File: src/rtl/onehot_strobe_decoder_pkg.sv
// Shared widths, state encoding and the 3-to-8 one-hot reference function
// for the one-hot strobe decoder (optional input buffer: ONEHOT_DEC_BUF_EN).
package onehot_dec_pkg;

    localparam int CODE_W = 3;
    localparam int DATA_W = 8;

    typedef enum logic [0:0] {
        IDLE = 1'b0,
        HOLD = 1'b1
    } dec_state_t;

    function automatic logic [DATA_W-1:0] onehot3to8(input logic [CODE_W-1:0] code);
        return DATA_W'(1) << code;
    endfunction

endpackage

File: src/rtl/onehot_strobe_decoder_if.sv
// Code/strobe bus of the one-hot strobe decoder: the master drives codes,
// the slave (decoder) returns ready and the held one-hot strobe.
interface onehot_strobe_decoder_if;
    import onehot_dec_pkg::*;

    logic [CODE_W-1:0] code_i;
    logic              valid_i;
    logic              ready_o;
    logic [DATA_W-1:0] data_o;
    logic              busy_o;
    logic              done_o;

    modport master (
        output code_i, valid_i,
        input  ready_o, data_o, busy_o, done_o
    );

    modport slave (
        input  code_i, valid_i,
        output ready_o, data_o, busy_o, done_o
    );

endinterface

File: src/rtl/onehot_strobe_decoder_buf.sv
// Single-entry code buffer used by the decoder when ONEHOT_DEC_BUF_EN is
// defined; ready_o is registered and equals ~full for the next cycle.
module onehot_dec_buf
    import onehot_dec_pkg::*;
(
    input  logic              clk,
    input  logic              rst,
    input  logic              push_i,
    input  logic              pop_i,
    input  logic [CODE_W-1:0] code_i,
    output logic              full_o,
    output logic [CODE_W-1:0] code_o,
    output logic              ready_o
);

    logic              full_q,  full_d;
    logic [CODE_W-1:0] code_q,  code_d;
    logic              ready_q, ready_d;

    // A push in the same cycle as a pop refills the entry.
    always_comb begin
        full_d  = push_i | (full_q & ~pop_i);
        code_d  = push_i ? code_i : code_q;
        ready_d = ~full_d;
    end

    always_ff @(posedge clk) begin
        if (rst) begin
            full_q  <= 1'b0;
            ready_q <= 1'b1;
        end else begin
            full_q  <= full_d;
            ready_q <= ready_d;
        end
    end

    // NOTE: code_q is only consumed while full_q is set, so it carries no reset.
    always_ff @(posedge clk) begin
        code_q <= code_d;
    end

    assign full_o  = full_q;
    assign code_o  = code_q;
    assign ready_o = ready_q;

endmodule

File: src/rtl/onehot_strobe_decoder.sv
// Accepts 3-bit codes and holds the matching one-hot strobe for HOLD_CYCLES
// cycles. Define ONEHOT_DEC_BUF_EN to add a one-entry input buffer.
module onehot_strobe_decoder
    import onehot_dec_pkg::*;
#(
    parameter int HOLD_CYCLES = 4
) (
    input  logic                    clk,
    input  logic                    rst,
    onehot_strobe_decoder_if.slave  bus
);

    localparam int              CNT_W    = $clog2(HOLD_CYCLES) + 1;
    localparam logic [CNT_W-1:0] CNT_LOAD = CNT_W'(HOLD_CYCLES - 1);

    dec_state_t        state_q, state_d;
    logic [CNT_W-1:0]  cnt_q,   cnt_d;
    logic [DATA_W-1:0] data_q,  data_d;

    logic              core_free;
    logic              accept;
    logic              load_en;
    logic [CODE_W-1:0] load_code;

    // The core can take a new code when idle or in the last hold cycle.
    assign core_free = (state_q == IDLE) || (cnt_q == '0);

`ifdef ONEHOT_DEC_BUF_EN
    logic              buf_full;
    logic              buf_ready;
    logic              buf_push;
    logic              buf_pop;
    logic [CODE_W-1:0] buf_code;

    assign accept    = bus.valid_i & buf_ready;
    assign buf_pop   = core_free & buf_full;
    assign load_en   = buf_pop | (core_free & accept);
    assign load_code = buf_full ? buf_code : bus.code_i;
    assign buf_push  = accept & ~(core_free & ~buf_full);
    assign bus.ready_o = buf_ready;

    onehot_dec_buf u_buf (
        .clk     (clk),
        .rst     (rst),
        .push_i  (buf_push),
        .pop_i   (buf_pop),
        .code_i  (bus.code_i),
        .full_o  (buf_full),
        .code_o  (buf_code),
        .ready_o (buf_ready)
    );
`else
    assign accept      = bus.valid_i & core_free;
    assign load_en     = accept;
    assign load_code   = bus.code_i;
    assign bus.ready_o = core_free;
`endif

    // NOTE: every variable gets a default first so no latch can be inferred.
    always_comb begin
        state_d = state_q;
        cnt_d   = cnt_q;
        data_d  = data_q;
        if (load_en) begin
            state_d = HOLD;
            data_d  = onehot3to8(load_code);
            cnt_d   = CNT_LOAD;
        end else if (state_q == HOLD) begin
            if (cnt_q == '0) begin
                state_d = IDLE;
                data_d  = '0;
            end else begin
                cnt_d = cnt_q - CNT_W'(1);
            end
        end
    end

    // NOTE: non-blocking assignments so all flops update from pre-edge values.
    always_ff @(posedge clk) begin
        if (rst) begin
            state_q <= IDLE;
            cnt_q   <= '0;
            data_q  <= '0;
        end else begin
            state_q <= state_d;
            cnt_q   <= cnt_d;
            data_q  <= data_d;
        end
    end

    assign bus.data_o = data_q;
    assign bus.busy_o = (state_q == HOLD);
    assign bus.done_o = (state_q == HOLD) && (cnt_q == '0);

endmodule

File: src/flat_wrapper.sv
// flat-port wrapper written by rule: the top's interface ports become plain ports
module onehot_strobe_decoder_flat import onehot_dec_pkg::*;
#(
    parameter int HOLD_CYCLES = 4
)
  (clk, rst, bus_code_i, bus_valid_i, bus_ready_o, bus_data_o, bus_busy_o, bus_done_o);
  onehot_strobe_decoder_if bus_i ();
  input  logic clk;
  input  logic rst;
  input wire logic [$bits(bus_i.code_i)-1:0] bus_code_i;
  input wire logic [$bits(bus_i.valid_i)-1:0] bus_valid_i;
  output wire logic [$bits(bus_i.ready_o)-1:0] bus_ready_o;
  output wire logic [$bits(bus_i.data_o)-1:0] bus_data_o;
  output wire logic [$bits(bus_i.busy_o)-1:0] bus_busy_o;
  output wire logic [$bits(bus_i.done_o)-1:0] bus_done_o;
  assign bus_i.code_i = bus_code_i;
  assign bus_i.valid_i = bus_valid_i;
  assign bus_ready_o = bus_i.ready_o;
  assign bus_data_o = bus_i.data_o;
  assign bus_busy_o = bus_i.busy_o;
  assign bus_done_o = bus_i.done_o;
  onehot_strobe_decoder #(.HOLD_CYCLES(HOLD_CYCLES)) u_core (.clk(clk), .rst(rst), .bus(bus_i));
endmodule
File: config.mk
export PLATFORM = sky130hd
export DESIGN_NAME = onehot_strobe_decoder_flat
export DESIGN_NICKNAME = d
export VERILOG_FILES = /design/src/rtl/onehot_strobe_decoder_pkg.sv /design/src/rtl/onehot_strobe_decoder_if.sv /design/src/rtl/onehot_strobe_decoder_buf.sv /design/src/rtl/onehot_strobe_decoder.sv /design/src/flat_wrapper.sv
export SDC_FILE = /design/constraint.sdc
export NUM_CORES = 1
export LEC_CHECK = 0
export CAP_MARGIN = 20
export CELL_PAD_IN_SITES_DETAIL_PLACEMENT = 1
export CELL_PAD_IN_SITES_GLOBAL_PLACEMENT = 1
export CORE_AREA = 4 4 41 43
export CTS_BUF_LIST = sky130_fd_sc_hd__clkbuf_4 sky130_fd_sc_hd__clkbuf_8
export DETAILED_ROUTE_END_ITERATION = 7
export DIE_AREA = 0 0 45 47
export DONT_BUFFER_PORTS = 1
export PLACE_DENSITY = 0.72
export SLEW_MARGIN = 10
export SYNTH_ARGS = -nofsm -noshare
export SYNTH_HDL_FRONTEND = slang
export SYNTH_SLANG_ARGS = --single-unit
File: constraint.sdc
create_clock -name clk -period 1.75 [get_ports clk]
set_input_delay 0.175 -clock clk [delete_from_list [all_inputs] [get_ports clk]]
set_output_delay 0.175 -clock clk [all_outputs]
set_load 0.01 [all_outputs]
---- Yosys cells after proc, flatten, opt, wreduce, memory -nomap -nowiden ----
Cells that the tools add are included.
word-level totals
  input bits .............................. 6
  register bits after elaboration ......... 12
operators by class
  multiplexer cells ....................... 9
  reduce and logical (&&, ||, !) cells .... 9
  equality and inequality tests ........... 1
  add/subtract/negate cells ............... 1
  bitwise logic cells ..................... 3
  shift-type cells ........................ 1
operators with widths
  operator                                                count
  two-way mux 8 bit                                       3
  << shifter 1 x 3 -> 8 bit (first input constant)        1
  two-way mux 2 bit                                       3
  AND reduction 2 bit                                     3
  nonzero test 2 bit                                      2
  zero test 3 bit                                         1
  two-way mux 1 bit                                       3
  subtractor 3 x 1 -> 3 bit (second input constant)       1
  inequality test 2 x 1 -> 1 bit (second input constant)  1
  inverter 1 bit                                          2
  OR reduction 2 bit                                      1
  AND 1 bit                                               1
  logical AND 1 bit                                       1
  logical OR 1 bit                                        1

---- Longest topological paths before layout ----
  depth in word-level cells ............... 5
  gate-level depth with buffers ........... 8

---- Worst setup path before layout ----
OpenSTA, ideal clock, no wires.
  kind .................................... register to register
  start ................................... register u_core.cnt_q[0]
  end ..................................... register u_core.data_q[6] (netlist: u_core.bus.data_o[6])
  stages on the path, launching flop included .. 9
  setup slack ............................. 0.187 ns
  data required time ...................... 1.633 ns
  arrival time ............................ 1.446 ns
  library setup time ...................... 0.117 ns
  period minus slack after synthesis ...... 1.563 ns
  path buffers ............................ 1
  cell sequence ........................... dfxtp_1 -> inv_1 -> ha_1 -> ha_1 -> nor2b_4 -> buf_6 -> inv_2 -> and3_4 -> a32o_1
between the ends
  longest elaborated chain between the ends .. 5
  elaborated cells between the ends (all ways) .. 7
ends and longest elaborated chain
  item                           line                         source
  from (decl)                    onehot_strobe_decoder.sv:17  logic [CNT_W-1:0] cnt_q, cnt_d;
  from (signal assigned)         onehot_strobe_decoder.sv:86  cnt_q <= cnt_d;
  zero test 3 bit *              onehot_strobe_decoder.sv:26  assign core_free = (state_q == IDLE) || (cnt_q == '0);
  logical OR 1 bit *             onehot_strobe_decoder.sv:26
  net bus_ready_o                flat_wrapper.sv:12           output wire logic [$bits(bus_i.ready_o)-1:0] bus_ready_o;
  AND 1 bit *                    onehot_strobe_decoder.sv:53  assign accept = bus.valid_i & core_free;
  nonzero test 2 bit (no line)   n/a
  AND reduction 2 bit (no line)  n/a
  to (signal assigned)           onehot_strobe_decoder.sv:87  data_q <= data_d;
  to (decl)                      onehot_strobe_decoder.sv:18  logic [DATA_W-1:0] data_q, data_d;
Mark *: on every way through the listed nets, which the timed path passes. The rest lies on a longest branch.
A chain may end at the register's enable or synchronous reset.

---- Final worst setup path ----
  start ................................... register u_core.cnt_q[0]
  end ..................................... register u_core.data_q[5] (netlist: u_core.bus.data_o[5])
between the ends
  longest elaborated chain between the ends .. 5
  elaborated cells between the ends (all ways) .. 7
ends and longest elaborated chain
  item                           line
  zero test 3 bit *              onehot_strobe_decoder.sv:26, onehot_strobe_decoder.sv:69
  logical OR 1 bit               onehot_strobe_decoder.sv:26
  AND 1 bit                      onehot_strobe_decoder.sv:53
  nonzero test 2 bit (no line)   n/a
  AND reduction 2 bit (no line)  n/a
Every way passes the cells marked *; elsewhere a longest branch is shown, timed or not.

==> qor.txt <==
run status: complete, no violations
largest net degree at the start of global routing: 9
final worst slack: 110 ps
Post-Syn Nets: 55
asr flop ratio synth: 0
Crit path max-delay family: simple AND/OR/NAND/NOR gates
Setup CP Type: register to register
top-count cell post-synth: dfxtp_1
grt ovf: 0
Synth Flop Type: dfxtp_1
DIE WIDTH: 45 µm
CTS Sinks: 12
routability cong.: 0.712
Slowest cell on crit path: dfxtp_2
post-synth top area cell: dfxtp_1
CP Data Arrival Time: 1870 ps
finished layout cell area: 576 µm²
I/O Buffers: 0
total iterations of the first detailed-routing run: 2
vias in the first global route: 412
CTS clk-pin slew, worst paths: 90 ps
WP data required: 1980 ps
layout net count: 60
WHS: 9.98 ps
Core ar.: 1300 µm²
Syn Area/Cell: 11.0 µm²
total power: 606 µW
final non-filler cell total: 66
initial antenna violation count: 0
dpl cells: 61
Vias/cell: 5.65
post-layout util: 0.442
CP Capture Type: register
number of flops mapped to enable cells by yosys: 0
RSZ-0062 raised after global routing: false
Max rail drop VDD: 0.000368 V
Mapped Area: 517 µm²
crit path buf inv count: 1
slew margin rel.: 0.778
DR WL/cell: 18.3 µm
top post-synthesis cells by area: dfxtp_1 46%, a32o_1 7.7%, ha_1 4.8%, a22o_2 3.9%, a22o_1 3.4%
Max Root-Sink Buffers: 2
CTS tree: done
setup violators final: 0
sequential share of the synthesized area: 0.465
Area Overhead vs Synth: 11.4%
Leakage: 0.219 nW
Overall Global Routing Usage: 0.133
setup_tns: 0 ps
# DRC: 0
synth warn: 0
global-route wire length before repair: 1930 µm
r2r worst-path depth: 6
H-tree levels: 1
Antenna Nets Post-Route: 0
Hold WC Path Type: input port to register
layout cells sized above 1: 0.294
Gate Count Post-Synth: 47
number of placement rows: 13
Fin Clk Skew: 8.35 ps
final slew viol count: 0
Starting Density: 0.397
startpoint types: register
most frequent cells after synthesis: 12 x dfxtp_1, 4 x a32o_1, 3 x inv_1, 3 x nor2_1, 3 x nor3_1
PwrDens: 1050 nW/µm²
Ports: 17
critical path depth: 6
drt total wl: 1210 µm
CTS Buf Count: 3
clk_lat worst skew: 280 ps
Achievable Freq: 610 MHz
Hold Path Stages: 2
die area: 2120 µm²
DP HPWL: 929 µm
actual transition at the worst max-transition pin: 332 ps
number of diodes: 0
fin crit share: 0.937
clk root buf: clkbuf_4
die height: 47 µm
Yosys reg bits: 12
post-synth cell types: 22
Tmin final: 1640 ps
total number of vias: 373
Max FO, Critical Path: 8
CP most frequent cell: ha_1
Slowest Stage Delay on Critical Path: 350 ps
postcts setup bufs: 0
initial DRC count: 2
worst-path cell chain: inv_1, ha_1, ha_1, and2_4, nor3_4, a22o_2
Max Cap Viol: 0
Fin. Hold Viols: 0
pre-CTS WS: 83.3 ps
area fraction of the dominant cell type after synthesis: 0.465
dpl cell area: 527 µm²
## power breakdown
part | total [mW] | leakage [nW] | internal (mW) | switching, mW
sequential | 0.299 | 0.0982 | 0.286 | 0.0124
clock | 0.232 | 0.0210 | 0.127 | 0.105
combinational | 0.0756 | 0.100 | 0.0354 | 0.0403
## layout by cell type (no fill, tap or decap), drive strengths merged
master / count
a211oi: 2
a21oi: 1
a22o: 4
a32o: 4
and2: 1
and2b: 1
and3: 1
buf: 1
clkbuf: 4
dfxtp: 12
dlygate4sd3: 1
ha: 2
inv: 4
nor2: 3
nor2b: 3
nor3: 4
nor3b: 1
or2b: 1
or3: 1
## cell families (layout without fill, tap and decap cells)
kind of cell / count (synthesis) / after routing / synth area share
AO/OA/AOI/OAI: 11 / 11 / 0.189
adder cells (fa/ha/maj): 2 / 2 / 0.0484
buffers and inverters: 6 / 10 / 0.0605
flip-flops: 12 / 12 / 0.465
AND/OR/NAND/NOR: 16 / 16 / 0.237
## routing by layer
metal / routed length, µm / global-route usage / vias up
li1: - / - / 181
met2: 598 / 0.218 / 15
met4: 15 / 0.0526 / 0
met5: 0 / 0 / -
met1: 472 / 0.141 / 175
met3: 119 / 0.0766 / 2
## cell type report
cell class | count | area [µm²]
inverters | 4 | 15.0
multi-input cells | 29 | 246
fillers | 150 | 726
flip-flops and latches | 12 | 241
repair buffers | 2 | 17.5
well taps | 15 | 18.8
clock buffers | 4 | 36.3
## path summary, 6_finish.rpt
kind	from	to	slack, ps
setup / recovery	u_core.cnt_q[0]	u_core.bus.data_o[5]	110
hold / removal	bus_valid_i	u_core.bus.busy_o	10
setup reg to reg	u_core.cnt_q[0]	u_core.bus.data_o[5]	110
hold reg to reg	u_core.cnt_q[0]	u_core.cnt_q[0]	460
## state kept, by name, summed over array words and instances (netlist names)
| register | flops |
|---|---|
| u_core.bus.data_o | 8 |
| u_core.cnt_q | 3 |
| u_core.bus.busy_o | 1 |
## what timing repair did
item	CTS	global route
endpoints found under the hold margin	4	0
hold buffers	1	0
gates resized for setup	0	2
setup endpoints to repair	0	7
(Power assumes the default switching activity.)
